--- src/rtl/pipelined_control_unit.sv ---
// Decode / hazard / forwarding control for a classic 5-stage RV32I pipeline.
// Tracks EX, MEM and WB control state and steers operand forwarding.
module pipelined_control_unit #(
  parameter int REG_ADDR_W = 5,
  parameter int ENABLE_FWD = 1
) (
  input  logic                  clk,
  input  logic                  rst,
  input  logic                  instr_valid,
  output logic                  instr_ready,
  input  logic [31:0]           instr,
  input  logic                  stall,
  input  logic                  flush,
  output logic                  ex_valid,
  output logic [19:0]           ex_ctrl,
  output logic [REG_ADDR_W-1:0] ex_rs1,
  output logic [REG_ADDR_W-1:0] ex_rs2,
  output logic [REG_ADDR_W-1:0] ex_rd,
  output logic [1:0]            fwd_a,
  output logic [1:0]            fwd_b,
  output logic                  mem_valid,
  output logic [2:0]            mem_ctrl,
  output logic [REG_ADDR_W-1:0] mem_rd,
  output logic                  wb_valid,
  output logic                  wb_write,
  output logic [REG_ADDR_W-1:0] wb_rd
);

  typedef struct packed {
    logic [2:0] func3;
    logic [3:0] alu_op;
    logic [1:0] next_pc_sel;
    logic [2:0] imm_sel;
    logic       alu_b_sel;
    logic [1:0] alu_a_sel;
    logic       illegal;
    logic       branch;
    logic       store;
    logic       load;
    logic       write;
  } ctrl_t;

  typedef enum logic [6:0] {
    OP_R      = 7'b0110011,
    OP_IMM    = 7'b0010011,
    OP_LOAD   = 7'b0000011,
    OP_STORE  = 7'b0100011,
    OP_BRANCH = 7'b1100011,
    OP_JAL    = 7'b1101111,
    OP_JALR   = 7'b1100111,
    OP_LUI    = 7'b0110111,
    OP_AUIPC  = 7'b0010111
  } opcode_e;

  typedef enum logic [3:0] {
    ALU_ADD = 4'd0, ALU_SUB = 4'd1, ALU_SLL = 4'd2, ALU_SLT = 4'd3, ALU_SLTU = 4'd4,
    ALU_XOR = 4'd5, ALU_SRL = 4'd6, ALU_SRA = 4'd7, ALU_OR  = 4'd8, ALU_AND  = 4'd9
  } alu_op_e;

  function automatic alu_op_e alu_from_f3(input logic [2:0] f3, input logic alt);
    case (f3)
      3'b000:  return alt ? ALU_SUB : ALU_ADD;
      3'b001:  return ALU_SLL;
      3'b010:  return ALU_SLT;
      3'b011:  return ALU_SLTU;
      3'b100:  return ALU_XOR;
      3'b101:  return alt ? ALU_SRA : ALU_SRL;
      3'b110:  return ALU_OR;
      default: return ALU_AND;
    endcase
  endfunction

  // x0 is hardwired, so it never creates a dependency.
  function automatic logic idx_hit(input logic [REG_ADDR_W-1:0] a, input logic [REG_ADDR_W-1:0] b);
    return (a != '0) && (a == b);
  endfunction

  logic [2:0]            f3;
  logic [REG_ADDR_W-1:0] dec_rs1, dec_rs2, dec_rd;
  ctrl_t                 dec_ctrl;
  logic                  rs1_used, rs2_used;
  logic                  hazard;
  logic                  unused_bits;

  logic                  ex_valid_q, ex_valid_d;
  ctrl_t                 ex_ctrl_q, ex_ctrl_d;
  logic [REG_ADDR_W-1:0] ex_rs1_q, ex_rs1_d, ex_rs2_q, ex_rs2_d, ex_rd_q, ex_rd_d;
  logic                  mem_valid_q, mem_valid_d;
  logic [2:0]            mem_ctrl_q, mem_ctrl_d;
  logic [REG_ADDR_W-1:0] mem_rd_q, mem_rd_d;
  logic                  wb_valid_q, wb_valid_d, wb_write_q, wb_write_d;
  logic [REG_ADDR_W-1:0] wb_rd_q, wb_rd_d;
  logic                  flush_pend_q, flush_pend_d;

  assign f3          = instr[14:12];
  assign dec_rs1     = REG_ADDR_W'(instr[19:15]);
  assign dec_rs2     = REG_ADDR_W'(instr[24:20]);
  assign dec_rd      = REG_ADDR_W'(instr[11:7]);
  assign unused_bits = ^{instr[31], instr[29:25]};

  // NOTE: every combinational output gets a default first so no path infers a latch.
  always_comb begin
    dec_ctrl       = '0;
    dec_ctrl.func3 = f3;
    rs1_used       = 1'b1;
    rs2_used       = 1'b0;
    case (instr[6:0])
      OP_R: begin
        dec_ctrl.write  = 1'b1;
        dec_ctrl.alu_op = alu_from_f3(f3, instr[30]);
        rs2_used        = 1'b1;
      end
      OP_IMM: begin
        dec_ctrl.write     = 1'b1;
        dec_ctrl.alu_b_sel = 1'b1;
        dec_ctrl.alu_op    = alu_from_f3(f3, instr[30] && (f3 == 3'b101));
      end
      OP_LOAD: begin
        dec_ctrl.write     = 1'b1;
        dec_ctrl.load      = 1'b1;
        dec_ctrl.alu_b_sel = 1'b1;
      end
      OP_STORE: begin
        dec_ctrl.store     = 1'b1;
        dec_ctrl.alu_b_sel = 1'b1;
        dec_ctrl.imm_sel   = 3'd1;
        rs2_used           = 1'b1;
      end
      OP_BRANCH: begin
        dec_ctrl.branch      = 1'b1;
        dec_ctrl.imm_sel     = 3'd2;
        dec_ctrl.next_pc_sel = 2'd2;
        rs2_used             = 1'b1;
        case (f3[2:1])
          2'b00:   dec_ctrl.alu_op = ALU_SUB;
          2'b10:   dec_ctrl.alu_op = ALU_SLT;
          2'b11:   dec_ctrl.alu_op = ALU_SLTU;
          default: dec_ctrl.alu_op = ALU_ADD;
        endcase
      end
      OP_JAL: begin
        dec_ctrl.write       = 1'b1;
        dec_ctrl.alu_a_sel   = 2'd1;
        dec_ctrl.alu_b_sel   = 1'b1;
        dec_ctrl.imm_sel     = 3'd4;
        dec_ctrl.next_pc_sel = 2'd3;
        rs1_used             = 1'b0;
      end
      OP_JALR: begin
        dec_ctrl.write       = 1'b1;
        dec_ctrl.alu_b_sel   = 1'b1;
        dec_ctrl.next_pc_sel = 2'd1;
      end
      OP_LUI, OP_AUIPC: begin
        dec_ctrl.write     = 1'b1;
        dec_ctrl.alu_a_sel = (instr[6:0] == OP_LUI) ? 2'd2 : 2'd1;
        dec_ctrl.alu_b_sel = 1'b1;
        dec_ctrl.imm_sel   = 3'd3;
        rs1_used           = 1'b0;
      end
      default: dec_ctrl.illegal = 1'b1;
    endcase
  end

  always_comb begin
    hazard = ex_valid_q && ex_ctrl_q.load &&
             ((rs1_used && idx_hit(dec_rs1, ex_rd_q)) || (rs2_used && idx_hit(dec_rs2, ex_rd_q)));
    // Without forwarding, any in-flight producer ahead of WB blocks the consumer.
    if (ENABLE_FWD == 0) begin
      if (ex_valid_q && ex_ctrl_q.write &&
          ((rs1_used && idx_hit(dec_rs1, ex_rd_q)) || (rs2_used && idx_hit(dec_rs2, ex_rd_q))))
        hazard = 1'b1;
      if (mem_valid_q && mem_ctrl_q[0] &&
          ((rs1_used && idx_hit(dec_rs1, mem_rd_q)) || (rs2_used && idx_hit(dec_rs2, mem_rd_q))))
        hazard = 1'b1;
    end
  end

  always_comb begin
    fwd_a = 2'd0;
    fwd_b = 2'd0;
    if (ENABLE_FWD != 0) begin
      if (mem_valid_q && mem_ctrl_q[0] && idx_hit(ex_rs1_q, mem_rd_q))    fwd_a = 2'd1;
      else if (wb_valid_q && wb_write_q && idx_hit(ex_rs1_q, wb_rd_q))    fwd_a = 2'd2;
      if (mem_valid_q && mem_ctrl_q[0] && idx_hit(ex_rs2_q, mem_rd_q))    fwd_b = 2'd1;
      else if (wb_valid_q && wb_write_q && idx_hit(ex_rs2_q, wb_rd_q))    fwd_b = 2'd2;
    end
  end

  always_comb begin
    ex_valid_d   = ex_valid_q;
    ex_ctrl_d    = ex_ctrl_q;
    ex_rs1_d     = ex_rs1_q;
    ex_rs2_d     = ex_rs2_q;
    ex_rd_d      = ex_rd_q;
    mem_valid_d  = mem_valid_q;
    mem_ctrl_d   = mem_ctrl_q;
    mem_rd_d     = mem_rd_q;
    wb_valid_d   = wb_valid_q;
    wb_write_d   = wb_write_q;
    wb_rd_d      = wb_rd_q;
    flush_pend_d = flush_pend_q;
    if (stall) begin
      if (flush) flush_pend_d = 1'b1;
    end else begin
      flush_pend_d = 1'b0;
      mem_valid_d  = ex_valid_q;
      mem_ctrl_d   = {ex_ctrl_q.store, ex_ctrl_q.load, ex_ctrl_q.write};
      mem_rd_d     = ex_rd_q;
      wb_valid_d   = mem_valid_q;
      wb_write_d   = mem_ctrl_q[0];
      wb_rd_d      = mem_rd_q;
      if (flush || flush_pend_q || hazard || !instr_valid) begin
        ex_valid_d = 1'b0;
        ex_ctrl_d  = '0;
        ex_rs1_d   = '0;
        ex_rs2_d   = '0;
        ex_rd_d    = '0;
      end else begin
        ex_valid_d = 1'b1;
        ex_ctrl_d  = dec_ctrl;
        ex_rs1_d   = dec_rs1;
        ex_rs2_d   = dec_rs2;
        ex_rd_d    = dec_rd;
      end
    end
  end

  // NOTE: state registers use non-blocking assignments so all stages update together.
  always_ff @(posedge clk or posedge rst) begin
    if (rst) begin
      ex_valid_q   <= 1'b0;
      ex_ctrl_q    <= '0;
      ex_rs1_q     <= '0;
      ex_rs2_q     <= '0;
      ex_rd_q      <= '0;
      mem_valid_q  <= 1'b0;
      mem_ctrl_q   <= '0;
      mem_rd_q     <= '0;
      wb_valid_q   <= 1'b0;
      wb_write_q   <= 1'b0;
      wb_rd_q      <= '0;
      flush_pend_q <= 1'b0;
    end else begin
      ex_valid_q   <= ex_valid_d;
      ex_ctrl_q    <= ex_ctrl_d;
      ex_rs1_q     <= ex_rs1_d;
      ex_rs2_q     <= ex_rs2_d;
      ex_rd_q      <= ex_rd_d;
      mem_valid_q  <= mem_valid_d;
      mem_ctrl_q   <= mem_ctrl_d;
      mem_rd_q     <= mem_rd_d;
      wb_valid_q   <= wb_valid_d;
      wb_write_q   <= wb_write_d;
      wb_rd_q      <= wb_rd_d;
      flush_pend_q <= flush_pend_d;
    end
  end

  assign instr_ready = ~stall & ~hazard & ~rst;
  assign ex_valid    = ex_valid_q;
  assign ex_ctrl     = ex_ctrl_q;
  assign ex_rs1      = ex_rs1_q;
  assign ex_rs2      = ex_rs2_q;
  assign ex_rd       = ex_rd_q;
  assign mem_valid   = mem_valid_q;
  assign mem_ctrl    = mem_ctrl_q;
  assign mem_rd      = mem_rd_q;
  assign wb_valid    = wb_valid_q;
  assign wb_write    = wb_write_q;
  assign wb_rd       = wb_rd_q;

endmodule
--- config.mk ---
export PLATFORM = sky130hd
export DESIGN_NAME = pipelined_control_unit
export DESIGN_NICKNAME = d
export VERILOG_FILES = /design/src/rtl/pipelined_control_unit.sv
export SDC_FILE = /design/constraint.sdc
export NUM_CORES = 1
export LEC_CHECK = 0
export BUFFER_PORTS_ARGS = -buffer_cell sky130_fd_sc_hd__buf_2
export CORE_MARGIN = 10
export CORE_UTILIZATION = 45
export CTS_CLUSTER_SIZE = 8
export DETAILED_ROUTE_END_ITERATION = 8
export PLACE_DENSITY = 0.76
export SYNTH_ARGS = -nofsm -noshare
export SYNTH_HDL_FRONTEND = slang
export SYNTH_SLANG_ARGS = --single-unit
--- constraint.sdc ---
create_clock -name clk -period 1.6 [get_ports clk]
set_input_delay 0.08 -clock clk [delete_from_list [all_inputs] [get_ports clk]]
set_output_delay 0.08 -clock clk [all_outputs]
set_load 0.01 [all_outputs]
# After elaboration in Yosys (flattened, before gate mapping)
# Cells that the tools add are included.
# word_totals
wordCells	116
ff_bits	53
output_inout_bits	57
input_bits	37
# classes
n_mux	31
eq_ne	24
reduce_logical	34
bitwise_logic	5
# op_table
cell	n
one-hot mux 4 bit (7 select lines)	2
== test 5 bit	6
== test 7 x 6 -> 1 bit (second input constant)	3
== test 7 bit (second input constant)	3
two-way mux 20 bit	1
nonzero test 5 bit	4
logical AND 1 bit	17
two-way mux 1 bit	15
two-way mux 5 bit	3
== test 7 x 5 -> 1 bit (second input constant)	2
OR reduction 7 bit	2
one-hot mux 3 bit (4 select lines)	1
one-hot mux 4 bit (3 select lines)	1
two-way mux 2 bit	5
== test 3 bit (second input constant)	3
one-hot mux 3 bit (3 select lines)	1
OR reduction 9 bit	1
== test 7 x 2 -> 1 bit (second input constant)	1
== test 3 x 2 -> 1 bit (second input constant)	2
one-hot mux 2 bit (3 select lines)	1
OR reduction 3 bit	2
== test 2 bit (second input constant)	2
logical OR 1 bit	4
one-hot mux 2 bit (2 select lines)	1
other kinds (8)	11

# Logic depth before layout (Yosys ltp)
# depth
ltp_word	9
depth_mapped	7
ltp_nobuf	5

# Worst setup path after synthesis
# OpenSTA, ideal clock, no wires.
# synth_timing
path_type	reg-to-output
from	register ex_rs1_q[1], in the netlist ex_rs1[1]
to	output port fwd_a[1]
t_arrival_ns	1.632
n_path_buf	0
required_time_ns	1.520
setup_slack_ns	-0.112
stages_incl_launch_ff	5
cell_sequence	dfrtp_1 -> or4_1 -> nor2_1 -> nor3_1 -> nor4_1
# synth_between
elab_chain_cells	5
word_cells_on_any_way	9
cone_classes	2 x eq/ne; 2 x mux; 5 x reduce/logical
# synth_lines
element	line	rtl
from (decl)	87	logic [REG_ADDR_W-1:0] ex_rs1_q, ex_rs1_d, ex_rs2_q, ex_rs2_d, ex_rd_q, ex_rd_d;
from (signal assigned)	247	ex_rs1_q <= ex_rs1_d;
== test 5 bit / nonzero test 5 bit (equally long branches)	75	return (a != '0) && (a == b);
logical AND 1 bit	75	
logical AND 1 bit	184	else if (wb_valid_q && wb_write_q && idx_hit(ex_rs1_q, wb_rd_q)) fwd_a = 2'd2;
two-way mux 2 bit	184	
two-way mux 2 bit (*)	183	if (mem_valid_q && mem_ctrl_q[0] && idx_hit(ex_rs1_q, mem_rd_q)) fwd_a = 2'd1;
to (decl)	19	output logic [1:0] fwd_a,
# Mark *: on every way between the ends. The rest lies on a longest branch, timed or not.

# Final worst setup path
# layout_timing
from	register ex_rd_q[1], in the netlist ex_rd[1]
to	output port instr_ready
# layout_between
elab_chain_cells	8
word_cells_on_any_way	11
cone_classes	2 x eq/ne; 3 x bitwise; 6 x reduce/logical
# layout_lines
element	line	rtl
from (decl)	87	
from (signal assigned)	249	ex_rd_q <= ex_rd_d;
== test 5 bit	75	
logical AND 1 bit	75	
logical AND 1 bit	167	((rs1_used && idx_hit(dec_rs1, ex_rd_q)) || (rs2_used && idx_hit(dec_rs2, ex_rd_q)));
logical OR 1 bit (*)	167	
logical AND 1 bit (*)	166	hazard = ex_valid_q && ex_ctrl_q.load &&
inverter 1 bit (*)	260	assign instr_ready = ~stall & ~hazard & ~rst;
bitwise AND 1 bit (*) (2 in a row)	260	
to (decl)	10	output logic instr_ready,
# Marked as above.

==> results.tsv <==
stage	metric	value	unit
status	status	finished with violations	
status	failing checks	setup timing	
floorplan	core area	5921	µm²
routing	Top Metal Used	met4	
timing	Final min period	2.043	ns
placement	Port Buffer Count	87	
clock_network	htree depth	2	
routing	Starting DRT DRC Count	146	
setup_path	CP endpoint	instr_ready	
yosys	Top FF cell, synth	dfrtp_1	
timing	fin. max-slew vios	0	
yosys	Yosys Warn Count	0	
global_route	gr usage total	16.82	%
yosys	Avg Cell Area, Syn	11.07	µm²
floorplan	die area	9593	µm²
routing	wire per inst	18.58	µm
routing	post-route ant nets	0	
setup_path	Worst Path Arrival	1.96	ns
yosys	Synth cell types	48	
clock_network	clk buf depth	2	
power	Flop pwr share	51.2	%
routing	Met3 Wirelength	777	µm
routing	DR pass1 iterations	4	
hold_path	Min-Delay Path Class	primary input to flop	
power	clock network power share	26.6	%
setup_path	crit end category	primary output	
clock_network	CTS root buf	clkbuf_8	
timing	Relative slew margins	60.58	%
routing	routed vias	2609	
setup_path	RR Startpoint	ex_rd[0]	
placement	placed cells	443	
setup_path	Worst Path Max Fanout	3	
timing	Tcrit/Tclk final	127.7	%
yosys	sequential area share after synthesis	48.51	%
setup_path	CP Launch Point	ex_rd[1]	
timing	maximum clock rate	489.5	MHz
placement	Placement Setup Slack	-0.5836	ns
flow_run	Max-Cap Viols	0	
clock_network	clock latency on the worst-skew pair	0.31	ns
final_layout	share of layout cells above drive strength 1	54.27	%
yosys	top cells by area, synth	dfrtp_1, a22o_1, xnor2_1	
clock_network	total CTS buffers	5	
final_layout	P&R area growth vs syn	47.92	%
yosys	Yosys reg bits	53	
placement	Final GP Congestion	0.8888	
global_route	largest net degree at the start of global routing	55	
global_route	antenna violations before repair	0	
power	Pint	2.017	mW
routing	detailed-route vias per instance	5.516	
power	sw frac	28.82	%
timing	Worst Skew	0.01110	ns
power	Leakage	2.023	nW
final_layout	post-layout net count	434	
yosys	cell taking the most area after synthesis	dfrtp_1	
setup_path	r2r setup slk	-0.26	ns
floorplan	num rows	28	
yosys	post-synthesis cell count	247	
clock_network	CTS sink count	53	
yosys	Mapped Nets	284	
power	worst vdd ir	0.0003821	V
timing	final hold slack	0.02502	ns
yosys	Post-synth EDFFs	0	
floorplan	I/O pin count	94	
final_layout	Final Util	68.30	%
clock_network	Reg clk slew, reported paths	0.10	ns
yosys	fraction of registers with async set/reset	100.0	%
yosys	most common cell in the synthesized netlist	dfrtp_1	
setup_path	R2R cell count	8	
setup_path	critical path launch point type	flop	
global_route	total grt overflow	0	
routing	WL met1	3592	µm
timing	# setup viols final	38	
global_route	number of global-route vias before repair	2658	
timing	RSZ-0062 raised after global routing	true	
power	switching power of the nets	0.8167	mW
routing	met2 routed wirelength	4284	µm
setup_path	Critical Path RT	1.52	ns
final_layout	final std cells w/o fill	473	
setup_path	FF-to-FF End	ex_ctrl[2]	
timing	final hold vios	0	
yosys	Mapped Area	2734	µm²
power	Comb pwr share	22.2	%
timing	Worst-Margin Slew	0.5912	ns
setup_path	WS Path Type	flop to primary output	
final_layout	antenna diode count	0	
floorplan	initial core utilization	46.17	%
timing	final setup margin	-0.4430	ns
routing	DRC errors left	0	
floorplan	die width	97.95	µm
timing	setup TNS	-7.498	ns
power	PD cells	700.7	nW/µm²
global_route	first-pass GRT wire length	13550	µm
clock_network	TritonCTS clock tree	built	
yosys	commonest cells in the synthesized netlist	dfrtp_1, a22o_1, xnor2_1	
yosys	share of the synthesized area in the top cell type	48.51	%
placement	DP HPWL	6250	µm
routing	final WL	8788	µm
floorplan	Die Height	97.95	µm
## stage by stage
stage | total power [mW] | instance area, µm²
CTS | 2.823 | 3880
floorplan | 1.761 | 2770
finish | 2.833 | 4044
global route | 2.953 | 4044
detailed placement | 2.017 | 3600
global placement | 2.000 | 3600
## metal layers
metal  track usage, %  vias to the layer above
met2            27.61                       96
met3            5.567                       15
met4            4.027                        0
met1            20.79                     1282
li1                 -                     1216
met5                0                        -
## cell type report
| type | count | area, µm² |
|---|---|---|
| Fill cell | 433 | 1877 |
| Clock buffer | 6 | 72.57 |
| Sequential cell | 53 | 1334 |
| Clock inverter | 2 | 15.01 |
| Multi-Input combinational cell | 176 | 1496 |
| Tap cell | 75 | 93.84 |
| Inverter | 5 | 18.77 |
| Timing Repair Buffer | 156 | 1013 |
## power groups by stage
stage / sequential, mW / clock [mW] / combinational [mW]
2_1_floorplan: 1.50 / 0 / 0.262
3_3_place_gp: 1.47 / 0 / 0.530
3_5_place_dp: 1.47 / 0 / 0.544
4_1_cts: 1.45 / 0.781 / 0.596
5_1_grt: 1.46 / 0.813 / 0.681
6_report: 1.45 / 0.752 / 0.630
## worst min path at each step
stage	from	to	slack, ns	depth (start not counted)
final	flush	flush_pend_q	0.03	2
after global routing	instr[19]	ex_rs1[4]	0.02	2
after CTS	flush	flush_pend_q	0.01	2
after detailed placement	rst	ex_ctrl[13]	0.10	2
after global placement	rst	ex_ctrl[13]	0.10	2
after floorplan	flush	flush_pend_q	0.20	1
## worst max-delay path, cell delays in order (launching register included)
cell and delay [ns]:
dfrtp_2 0.43, buf_6 0.13, xnor2_2 0.13, nand2_2 0.09, a2111oi_4 0.36, buf_4 0.18, or2_4 0.14, nor3_2 0.04
buf_2 0.16
## registers in the layout, indices dropped and copies added (netlist names)
register and count:
wb_valid 1, ex_ctrl 20, wb_write 1, wb_rd 5
flush_pend_q 1, mem_rd 5, ex_rs1 5, ex_rd 5
mem_valid 1, ex_valid 1, mem_ctrl 3, ex_rs2 5
## cells in the final DEF, fill, tap and decap left out, types with 5 or more instances in the layout
cell / Yosys / routed
buf_2: 6 / 87
dlygate4sd3_1: 0 / 5
o21ai_0: 11 / 9
a22o_1: 24 / 24
nand2_1: 20 / 19
dfrtp_1: 53 / 47
mux2_2: 16 / 16
buf_6: 1 / 6
clkbuf_8: 0 / 5
buf_4: 1 / 56
nor2_1: 8 / 5
nand4_1: 5 / 5
xnor2_1: 24 / 20
dfrtp_2: 0 / 6
nor3_2: 1 / 6
## logic make-up (layout without fill, tap and decap cells)
kind of cell	Yosys count	after routing	synth area share (%)
simple gates	70	72	14.83
compound gates	58	58	16.98
flops	53	53	48.51
xor+xnor	29	29	9.290
buf+inv	20	169	3.432
mux	17	17	6.956
## repair_timing
action / in CTS / in global routing
hold buffers: 5 / 0
endpoints found under the hold margin: 21 / 0
gates cloned: 2 / 0
pin swaps: 16 / 9
endpoints found under the setup margin: 38 / 38
buffers inserted: 6 / 11
gates resized for setup: 18 / 18
(Power assumes the default switching activity.)
